`config.mk`:
```
export PLATFORM = sky130hd
export DESIGN_NAME = mux_bus_decoder_flat
export DESIGN_NICKNAME = d
export VERILOG_FILES = /design/src/rtl/mux_bus_decoder_pkg.sv /design/src/rtl/mux_bus_decoder_if.sv /design/src/rtl/mux_bus_decoder_ws_counter.sv /design/src/rtl/mux_bus_decoder.sv /design/src/flat_wrapper.sv
export SDC_FILE = /design/constraint.sdc
export NUM_CORES = 1
export LEC_CHECK = 0
export CAP_MARGIN = 20
export CORE_ASPECT_RATIO = 1.4
export CORE_MARGIN = 3
export CORE_UTILIZATION = 48
export DETAILED_ROUTE_END_ITERATION = 10
export GPL_TIMING_DRIVEN = 0
export PLACE_DENSITY = 0.95
export SLEW_MARGIN = 0
export SYNTH_ARGS = -nofsm -noshare
export SYNTH_HDL_FRONTEND = slang
export SYNTH_SLANG_ARGS = --single-unit
```
`constraint.sdc`:
```
create_clock -name clk -period 5 [get_ports clk]
set_clock_uncertainty 0.1 [all_clocks]
set_input_delay 0.5 -clock clk [delete_from_list [all_inputs] [get_ports clk]]
set_output_delay 0.5 -clock clk [all_outputs]
set_load 0.02 [all_outputs]
```
`src/rtl/mux_bus_decoder_pkg.sv`:
```
// mux_bus_pkg: shared types and helpers for the multiplexed-bus decoder.
//   bus_state_t  : bus-cycle FSM state encoding
//   WAIT_W       : width of the per-region wait-state count
//   MAX_CS       : largest supported number of chip-select regions
//   region_match : masked compare of the high address byte against a region base
package mux_bus_pkg;

  typedef enum logic [1:0] {
    IDLE   = 2'd0,
    ADDR   = 2'd1,
    WAIT   = 2'd2,
    ACTIVE = 2'd3
  } bus_state_t;

  localparam int unsigned WAIT_W = 4;
  localparam int unsigned MAX_CS = 8;

  // A mask bit of 1 means that address bit takes part in the compare.
  function automatic logic region_match(input logic [7:0] base,
                                        input logic [7:0] mask,
                                        input logic [7:0] a_hi);
    return ((a_hi ^ base) & mask) == 8'h00;
  endfunction

endpackage

```
`src/rtl/mux_bus_decoder_if.sv`:
```
// mux_bus_decoder_if: CPU-side multiplexed AD bus.
//   ale    : address latch enable, active high
//   ad     : multiplexed low address / data
//   a_hi   : high address byte
//   io_mn  : 1 = IO cycle, 0 = memory cycle
//   rd_n   : read strobe, active low
//   wr_n   : write strobe, active low
//   ready  : READY back to the CPU, low = wait state
// master = CPU core, slave = decoder.
interface mux_bus_decoder_if;
  logic       ale;
  logic [7:0] ad;
  logic [7:0] a_hi;
  logic       io_mn;
  logic       rd_n;
  logic       wr_n;
  logic       ready;

  modport master (output ale, ad, a_hi, io_mn, rd_n, wr_n, input ready);
  modport slave  (input ale, ad, a_hi, io_mn, rd_n, wr_n, output ready);
endinterface

```
`src/rtl/mux_bus_decoder_ws_counter.sv`:
```
// ws_counter: loadable down-counter with terminal-count flag.
//   clk, resetn : clock, synchronous active-low reset
//   load_i      : load load_val_i (wins over dec_i)
//   dec_i       : decrement by one, holding at zero
//   load_val_i  : value to load
//   zero_o      : count is zero
// Used for wait-state timing and, at 16 bits, for the bus watchdog.
module ws_counter #(
  parameter int unsigned W = 4
) (
  input  logic         clk,
  input  logic         resetn,
  input  logic         load_i,
  input  logic         dec_i,
  input  logic [W-1:0] load_val_i,
  output logic         zero_o
);

  logic [W-1:0] cnt_q, cnt_d;

  always_comb begin
    cnt_d = cnt_q;
    if (load_i) begin
      cnt_d = load_val_i;
    end else if (dec_i && (cnt_q != '0)) begin
      cnt_d = cnt_q - W'(1);
    end
  end

  always_ff @(posedge clk) begin
    if (!resetn) begin
      cnt_q <= '0;
    end else begin
      cnt_q <= cnt_d;
    end
  end

  assign zero_o = (cnt_q == '0);

endmodule

```
`src/rtl/mux_bus_decoder.sv`:
```
// mux_bus_decoder: address demultiplexer, chip-select decoder and wait-state
// generator for an 8085-style multiplexed AD bus.
//   clk      : system clock
//   resetn   : synchronous active-low reset
//   bus      : CPU bus (slave side), see mux_bus_decoder_if
//   address  : latched {a_hi, ad}
//   cs_n     : registered chip selects, active low, one-hot-low or all high
//   hit      : latched address matched a region
//   bus_err  : sticky watchdog flag
// Optional feature macro: BUS_WATCHDOG_EN (bus watchdog with forced READY
// release and sticky bus_err). Without it bus_err is tied low.
//
// state  | meaning
// -------+------------------------------------------------------------
// IDLE   | no bus cycle in progress
// ADDR   | address latched, waiting for a rising read/write strobe
// WAIT   | strobe seen on a region with wait states, READY held low
// ACTIVE | strobe in progress with READY high, waiting for its release
module mux_bus_decoder
  import mux_bus_pkg::*;
#(
  parameter int unsigned           NUM_CS   = 2,
  parameter logic [NUM_CS*8-1:0]   CS_BASE  = {8'h01, 8'h00},
  parameter logic [NUM_CS*8-1:0]   CS_MASK  = {8'hFF, 8'hFF},
  parameter logic [NUM_CS-1:0]     CS_IO    = 2'b00,
  parameter logic [NUM_CS*4-1:0]   WAIT_CYC = {4'd1, 4'd0},
  parameter int unsigned           TIMEOUT  = 64
) (
  input  logic                clk,
  input  logic                resetn,
  mux_bus_decoder_if.slave    bus,
  output logic [15:0]         address,
  output logic [NUM_CS-1:0]   cs_n,
  output logic                hit,
  output logic                bus_err
);

  if ((NUM_CS < 1) || (NUM_CS > MAX_CS) || (TIMEOUT < 1) || (TIMEOUT > 65535)) begin : g_bad_cfg
    $error("mux_bus_decoder: NUM_CS must be 1..8 and TIMEOUT 1..65535");
  end

  bus_state_t        state_q;
  logic [15:0]       addr_q;
  logic              io_q;
  logic              ale_q;
  logic              strobe_q;
  logic [NUM_CS-1:0] cs_n_q;
  logic              hit_q;
  logic              ready_q;

  logic              strobe;
  logic              strobe_edge;
  logic              hit_d;
  logic [2:0]        sel_d;
  logic [NUM_CS-1:0] cs_n_d;
  logic [WAIT_W-1:0] wait_sel;
  logic              go_wait;
  logic              ws_zero;
  logic              wd_timeout;

  // Both strobes low together is still a single access.
  assign strobe      = ~bus.rd_n | ~bus.wr_n;
  assign strobe_edge = strobe & ~strobe_q;

  // Decode works on the latched address so it is valid from the first
  // cycle after ALE, even if the strobe falls in that same cycle.
  // Scanning from the top down leaves the lowest matching index in sel_d.
  always_comb begin
    hit_d = 1'b0;
    sel_d = '0;
    for (int i = NUM_CS - 1; i >= 0; i--) begin
      if (region_match(CS_BASE[i*8 +: 8], CS_MASK[i*8 +: 8], addr_q[15:8]) &&
          (io_q == CS_IO[i])) begin
        hit_d = 1'b1;
        sel_d = 3'(i);
      end
    end
    cs_n_d   = hit_d ? ~(NUM_CS'(1) << sel_d) : '1;
    wait_sel = WAIT_CYC[int'(sel_d)*WAIT_W +: WAIT_W];
  end

  assign go_wait = (state_q == ADDR) && !bus.ale && strobe_edge &&
                   hit_d && (wait_sel != '0);

  ws_counter #(.W(WAIT_W)) u_ws (
    .clk        (clk),
    .resetn     (resetn),
    .load_i     (go_wait),
    .dec_i      (state_q == WAIT),
    .load_val_i (wait_sel - WAIT_W'(1)),
    .zero_o     (ws_zero)
  );

`ifdef BUS_WATCHDOG_EN
  logic wd_run;
  logic wd_zero;
  logic bus_err_q;

  // Reloaded whenever idle or strobe-free, so it measures one continuous strobe.
  assign wd_run = strobe && (state_q != IDLE);

  ws_counter #(.W(16)) u_wd (
    .clk        (clk),
    .resetn     (resetn),
    .load_i     (!wd_run),
    .dec_i      (wd_run),
    .load_val_i (16'(TIMEOUT - 1)),
    .zero_o     (wd_zero)
  );

  assign wd_timeout = wd_run && wd_zero;
  assign bus_err    = bus_err_q;
`else
  assign wd_timeout = 1'b0;
  assign bus_err    = 1'b0;
`endif

  always_ff @(posedge clk) begin
    if (!resetn) begin
      state_q  <= IDLE;
      addr_q   <= '0;
      io_q     <= 1'b0;
      ale_q    <= 1'b0;
      strobe_q <= 1'b0;
      cs_n_q   <= '1;
      hit_q    <= 1'b0;
      ready_q  <= 1'b1;
`ifdef BUS_WATCHDOG_EN
      bus_err_q <= 1'b0;
`endif
    end else begin
      ale_q    <= bus.ale;
      strobe_q <= strobe;

      if (bus.ale) begin
        addr_q <= {bus.a_hi, bus.ad};
        io_q   <= bus.io_mn;
      end

      // Selects change only on the first cycle after ALE falls.
      if (ale_q && !bus.ale) begin
        cs_n_q <= cs_n_d;
        hit_q  <= hit_d;
      end

`ifdef BUS_WATCHDOG_EN
      if (wd_timeout) begin
        bus_err_q <= 1'b1;
      end
`endif

      if (bus.ale) begin
        state_q <= ADDR;
        ready_q <= 1'b1;
      end else if (wd_timeout) begin
        state_q <= ACTIVE;
        ready_q <= 1'b1;
      end else begin
        unique case (state_q)
          IDLE: ;
          ADDR: begin
            if (strobe_edge) begin
              if (go_wait) begin
                state_q <= WAIT;
                ready_q <= 1'b0;
              end else begin
                state_q <= ACTIVE;
              end
            end
          end
          WAIT: begin
            if (!strobe) begin
              state_q <= IDLE;
              ready_q <= 1'b1;
            end else if (ws_zero) begin
              state_q <= ACTIVE;
              ready_q <= 1'b1;
            end
          end
          ACTIVE: begin
            if (!strobe) begin
              state_q <= IDLE;
            end
          end
          default: state_q <= IDLE;
        endcase
      end
    end
  end

  assign address   = addr_q;
  assign cs_n      = cs_n_q;
  assign hit       = hit_q;
  assign bus.ready = ready_q;

endmodule

```
`src/flat_wrapper.sv`:
```
// flat-port wrapper written by rule: the top's interface ports become plain ports
module mux_bus_decoder_flat import mux_bus_pkg::*;
#(
  parameter int unsigned           NUM_CS   = 2,
  parameter logic [NUM_CS*8-1:0]   CS_BASE  = {8'h01, 8'h00},
  parameter logic [NUM_CS*8-1:0]   CS_MASK  = {8'hFF, 8'hFF},
  parameter logic [NUM_CS-1:0]     CS_IO    = 2'b00,
  parameter logic [NUM_CS*4-1:0]   WAIT_CYC = {4'd1, 4'd0},
  parameter int unsigned           TIMEOUT  = 64
)
  (clk, resetn, address, cs_n, hit, bus_err, bus_ale, bus_ad, bus_a_hi, bus_io_mn, bus_rd_n, bus_wr_n, bus_ready);
  mux_bus_decoder_if bus_i ();
  input  logic clk;
  input  logic resetn;
  output logic [15:0] address;
  output logic [NUM_CS-1:0] cs_n;
  output logic hit;
  output logic bus_err;
  input wire logic [$bits(bus_i.ale)-1:0] bus_ale;
  input wire logic [$bits(bus_i.ad)-1:0] bus_ad;
  input wire logic [$bits(bus_i.a_hi)-1:0] bus_a_hi;
  input wire logic [$bits(bus_i.io_mn)-1:0] bus_io_mn;
  input wire logic [$bits(bus_i.rd_n)-1:0] bus_rd_n;
  input wire logic [$bits(bus_i.wr_n)-1:0] bus_wr_n;
  output wire logic [$bits(bus_i.ready)-1:0] bus_ready;
  assign bus_i.ale = bus_ale;
  assign bus_i.ad = bus_ad;
  assign bus_i.a_hi = bus_a_hi;
  assign bus_i.io_mn = bus_io_mn;
  assign bus_i.rd_n = bus_rd_n;
  assign bus_i.wr_n = bus_wr_n;
  assign bus_ready = bus_i.ready;
  mux_bus_decoder #(.NUM_CS(NUM_CS), .CS_BASE(CS_BASE), .CS_MASK(CS_MASK), .CS_IO(CS_IO), .WAIT_CYC(WAIT_CYC), .TIMEOUT(TIMEOUT)) u_core (.clk(clk), .resetn(resetn), .bus(bus_i), .address(address), .cs_n(cs_n), .hit(hit), .bus_err(bus_err));
endmodule
```
==> results.sh <==
export IMPL_outcome="finished, final reports clean"
export IMPL_ys_types=34
export IMPL_grt_first_pass_wirelength_mm=5.31
export IMPL_route_detailed_drc=0
export IMPL_postCtsSetupBuffers=0
export IMPL_critPathArrivalTime_ns=2.38
export IMPL_drv_cap=0
export IMPL_synth_net_count=158
export IMPL_dieArea_um2=3320
export IMPL_ys_ff_latch=29
export IMPL_cts_buffers=5
export IMPL_rows=21
export IMPL_syn_area_um2=1270
export IMPL_peakVddDrop_mv=0.213
export IMPL_rsz0062_at_grt="no"
export IMPL_final_setup_tns_ns=0
export IMPL_cts_clk_slew_worst_paths_ns=0.09
export IMPL_vias=1157
export IMPL_wl_mm=3.28
export IMPL_slew_viol_final=0
export IMPL_grt_overflow_total=0
export IMPL_power_density_nw_per_um2=282
export IMPL_leakage_nw=0.705
export IMPL_p_total_uw=497
export IMPL_hpwl_mm=2.41
export IMPL_critPathMaxFanout=9
export IMPL_area_growth_pct=38.3
export IMPL_post_route_period_util_pct=45.2
export IMPL_layout_drive_gt1_share_pct=6.21
export IMPL_layout_common_cells="clkdlybuf4s50_1 (39), dfxtp_1 (29), nor2_1 (17), mux2i_1 (17), nand2_1 (7)"
export IMPL_synth_cells=131
export IMPL_crit_path_max_incr_delay_ns=0.58
export IMPL_yosys_warnings=0
export IMPL_grt_pass1_vias=1185
export IMPL_fmax_ghz=0.443
export IMPL_dr_pass1_iters=5
export IMPL_grt_max_degree=11
export IMPL_critPathLaunchType="flip-flop"
export IMPL_final_common_cell="clkdlybuf4s50_1"
export IMPL_synth_area_leaders="dfxtp_1 (46%), mux2i_1 (13%), nor2_1 (5.0%)"
export IMPL_hold_viol=0
export IMPL_setup_violations=0
export IMPL_h_tree_depth=2
export IMPL_hp_class="flip-flop to flip-flop"
export IMPL_ctsHoldBuffers=0
export IMPL_final_nets=204
export IMPL_cts_buffer_depth=2
export IMPL_ant_nets=0
export IMPL_path_cells="or4_4 > nor4_4 > nand2b_1 > ha_1 > nand2_1 > nand3b_1 > a31oi_1"
export IMPL_start_util_pct=51.6
export IMPL_antenna_found_initial=0
export IMPL_syn_avg_cell_area_um2=9.73
export IMPL_port_buffers=39
export IMPL_period_minus_slack_ns=2.26
export IMPL_drtIter0Drc=51
export IMPL_vias_per_cell=5.48
export IMPL_synth_top_area_cell="dfxtp_1"
export IMPL_yosysSeqAreaShare_pct=45.5
export IMPL_crit_required_ns=5.12
export IMPL_slowest_stage="or4_4"
export IMPL_clock_sinks=29
export IMPL_worstSetupEndpointType="flip-flop"
export IMPL_post_cts_resized=0
export IMPL_gp_congestion=0.839
export IMPL_timing_worst_slew_pin_value_ns=0.655
export IMPL_clk_latency_ns=0.33
export IMPL_antenna_cells=0
export IMPL_die_y_um=67.0
export IMPL_core_area_um2=2470
export IMPL_wl_per_cell_um=15.5
export IMPL_cts_tree="yes"
export IMPL_io_pins=43
export IMPL_track_usage_pct=21.3
export IMPL_cts_root_buf="clkbuf_4"
export IMPL_maxSlewHeadroom_pct=56.4
export IMPL_die_w_um=49.6
export IMPL_synth_top_area_share_pct=45.5
export IMPL_crit_type="flip-flop to flip-flop"
## through the flow
| stage | std cells | hold WS [ns] | util (%) | instance area [um^2] | setup WS (ns) |
|---|---|---|---|---|---|
| after detailed placement | 204 | 0.364 | 69.1 | 1710 | 2.52 |
| final | 211 | 0.383 | 71.4 | 1760 | 2.74 |
| after floorplan | 131 | 0.327 | - | 1270 | 2.90 |
| after CTS | 211 | 0.378 | 71.4 | 1760 | 2.75 |
| after global routing | 211 | 0.408 | 71.4 | 1760 | 2.59 |
| after global placement | 204 | 0.346 | 69.1 | 1710 | 2.60 |
## worst paths after layout
| check | cells after the start | slack (ns) | start | to |
|---|---|---|---|---|
| max | 7 | 2.74 | u_core.address[12] | u_core.u_ws.cnt_q[2] |
| min | 2 | 0.38 | u_core.hit | u_core.hit |
| min reg2reg | 2 | 0.38 | u_core.hit | u_core.hit |
| max reg2reg | 7 | 2.74 | u_core.address[12] | u_core.u_ws.cnt_q[2] |
## kinds of logic after synthesis
| kind of cell | after synthesis | share of synthesized area, % |
|---|---|---|
| fa+ha+maj | 5 | 4.91 |
| buf+inv | 11 | 3.53 |
| other cells | 1 | 0.294 |
| xor+xnor | 1 | 0.687 |
| compound gates | 21 | 12.0 |
| flops | 29 | 45.5 |
| mux | 17 | 13.3 |
| simple gates | 46 | 19.7 |
## worst max-delay path, delay by kind of cell, from the launching register on
kind                       cells  cell delay [ns]
AOI/OAI and AO/OA              1             0.08
adders and majority gates      1             0.19
DFF                            1             0.34
and+or+nand+nor                5             1.43
## cell usage after synthesis
cell and instances:
clkbuf_1 4, clkinv_1 1, a311oi_1 1, nand2_1 7, nor4_1 1, o31ai_1 1
nand3b_1 3, inv_1 3, o41a_1 1, nor3_1 6, ha_1 5, o41ai_2 1
nand2b_1 3, buf_4 1, o21ai_0 1, or4_4 2, conb_1 1, a21o_1 1
xnor2_1 1, nor2_1 17, o311a_1 2, dfxtp_1 29, o41ai_1 1, and2_1 1
o21ai_1 1, mux2i_1 17, a21oi_1 6, a31oi_1 2, or3b_1 1, nor2b_1 4
buf_1 2, o22ai_1 2, a211oi_1 1, nor4_4 1
## sequential cells by signal (all words and copies together) (netlist names)
| signal | flops |
|---|---|
| u_core.bus.ready | 1 |
| u_core.hit | 1 |
| u_core.ale_q | 1 |
| u_core.strobe_q | 1 |
| u_core.address | 16 |
| u_core.cs_n | 2 |
| u_core.u_ws.cnt_q | 4 |
| u_core.state_q | 2 |
| u_core.io_q | 1 |
## routing by layer
metal,global-route usage (%),wire (um)
met4,10.0,53
met3,8.50,247
met2,38.2,1680
met5,0,0
met1,21.2,1290
## power by group
part           switching [mW]  internal (mW)  total [mW]
registers             0.00952          0.243       0.252
clock network          0.0804         0.0663       0.147
logic                  0.0484         0.0493      0.0977
total                   0.138          0.358       0.497
## layout make-up
type	instances	area (um^2)
buffer	7	30.0
clock buffer	7	55.1
fill	177	707
inverter	4	15.0
multi-input combinational	91	649
sequential	29	581
tap	34	42.5
timing repair buffer	39	390
No activity file was read; power rests on OpenSTA's default activity.
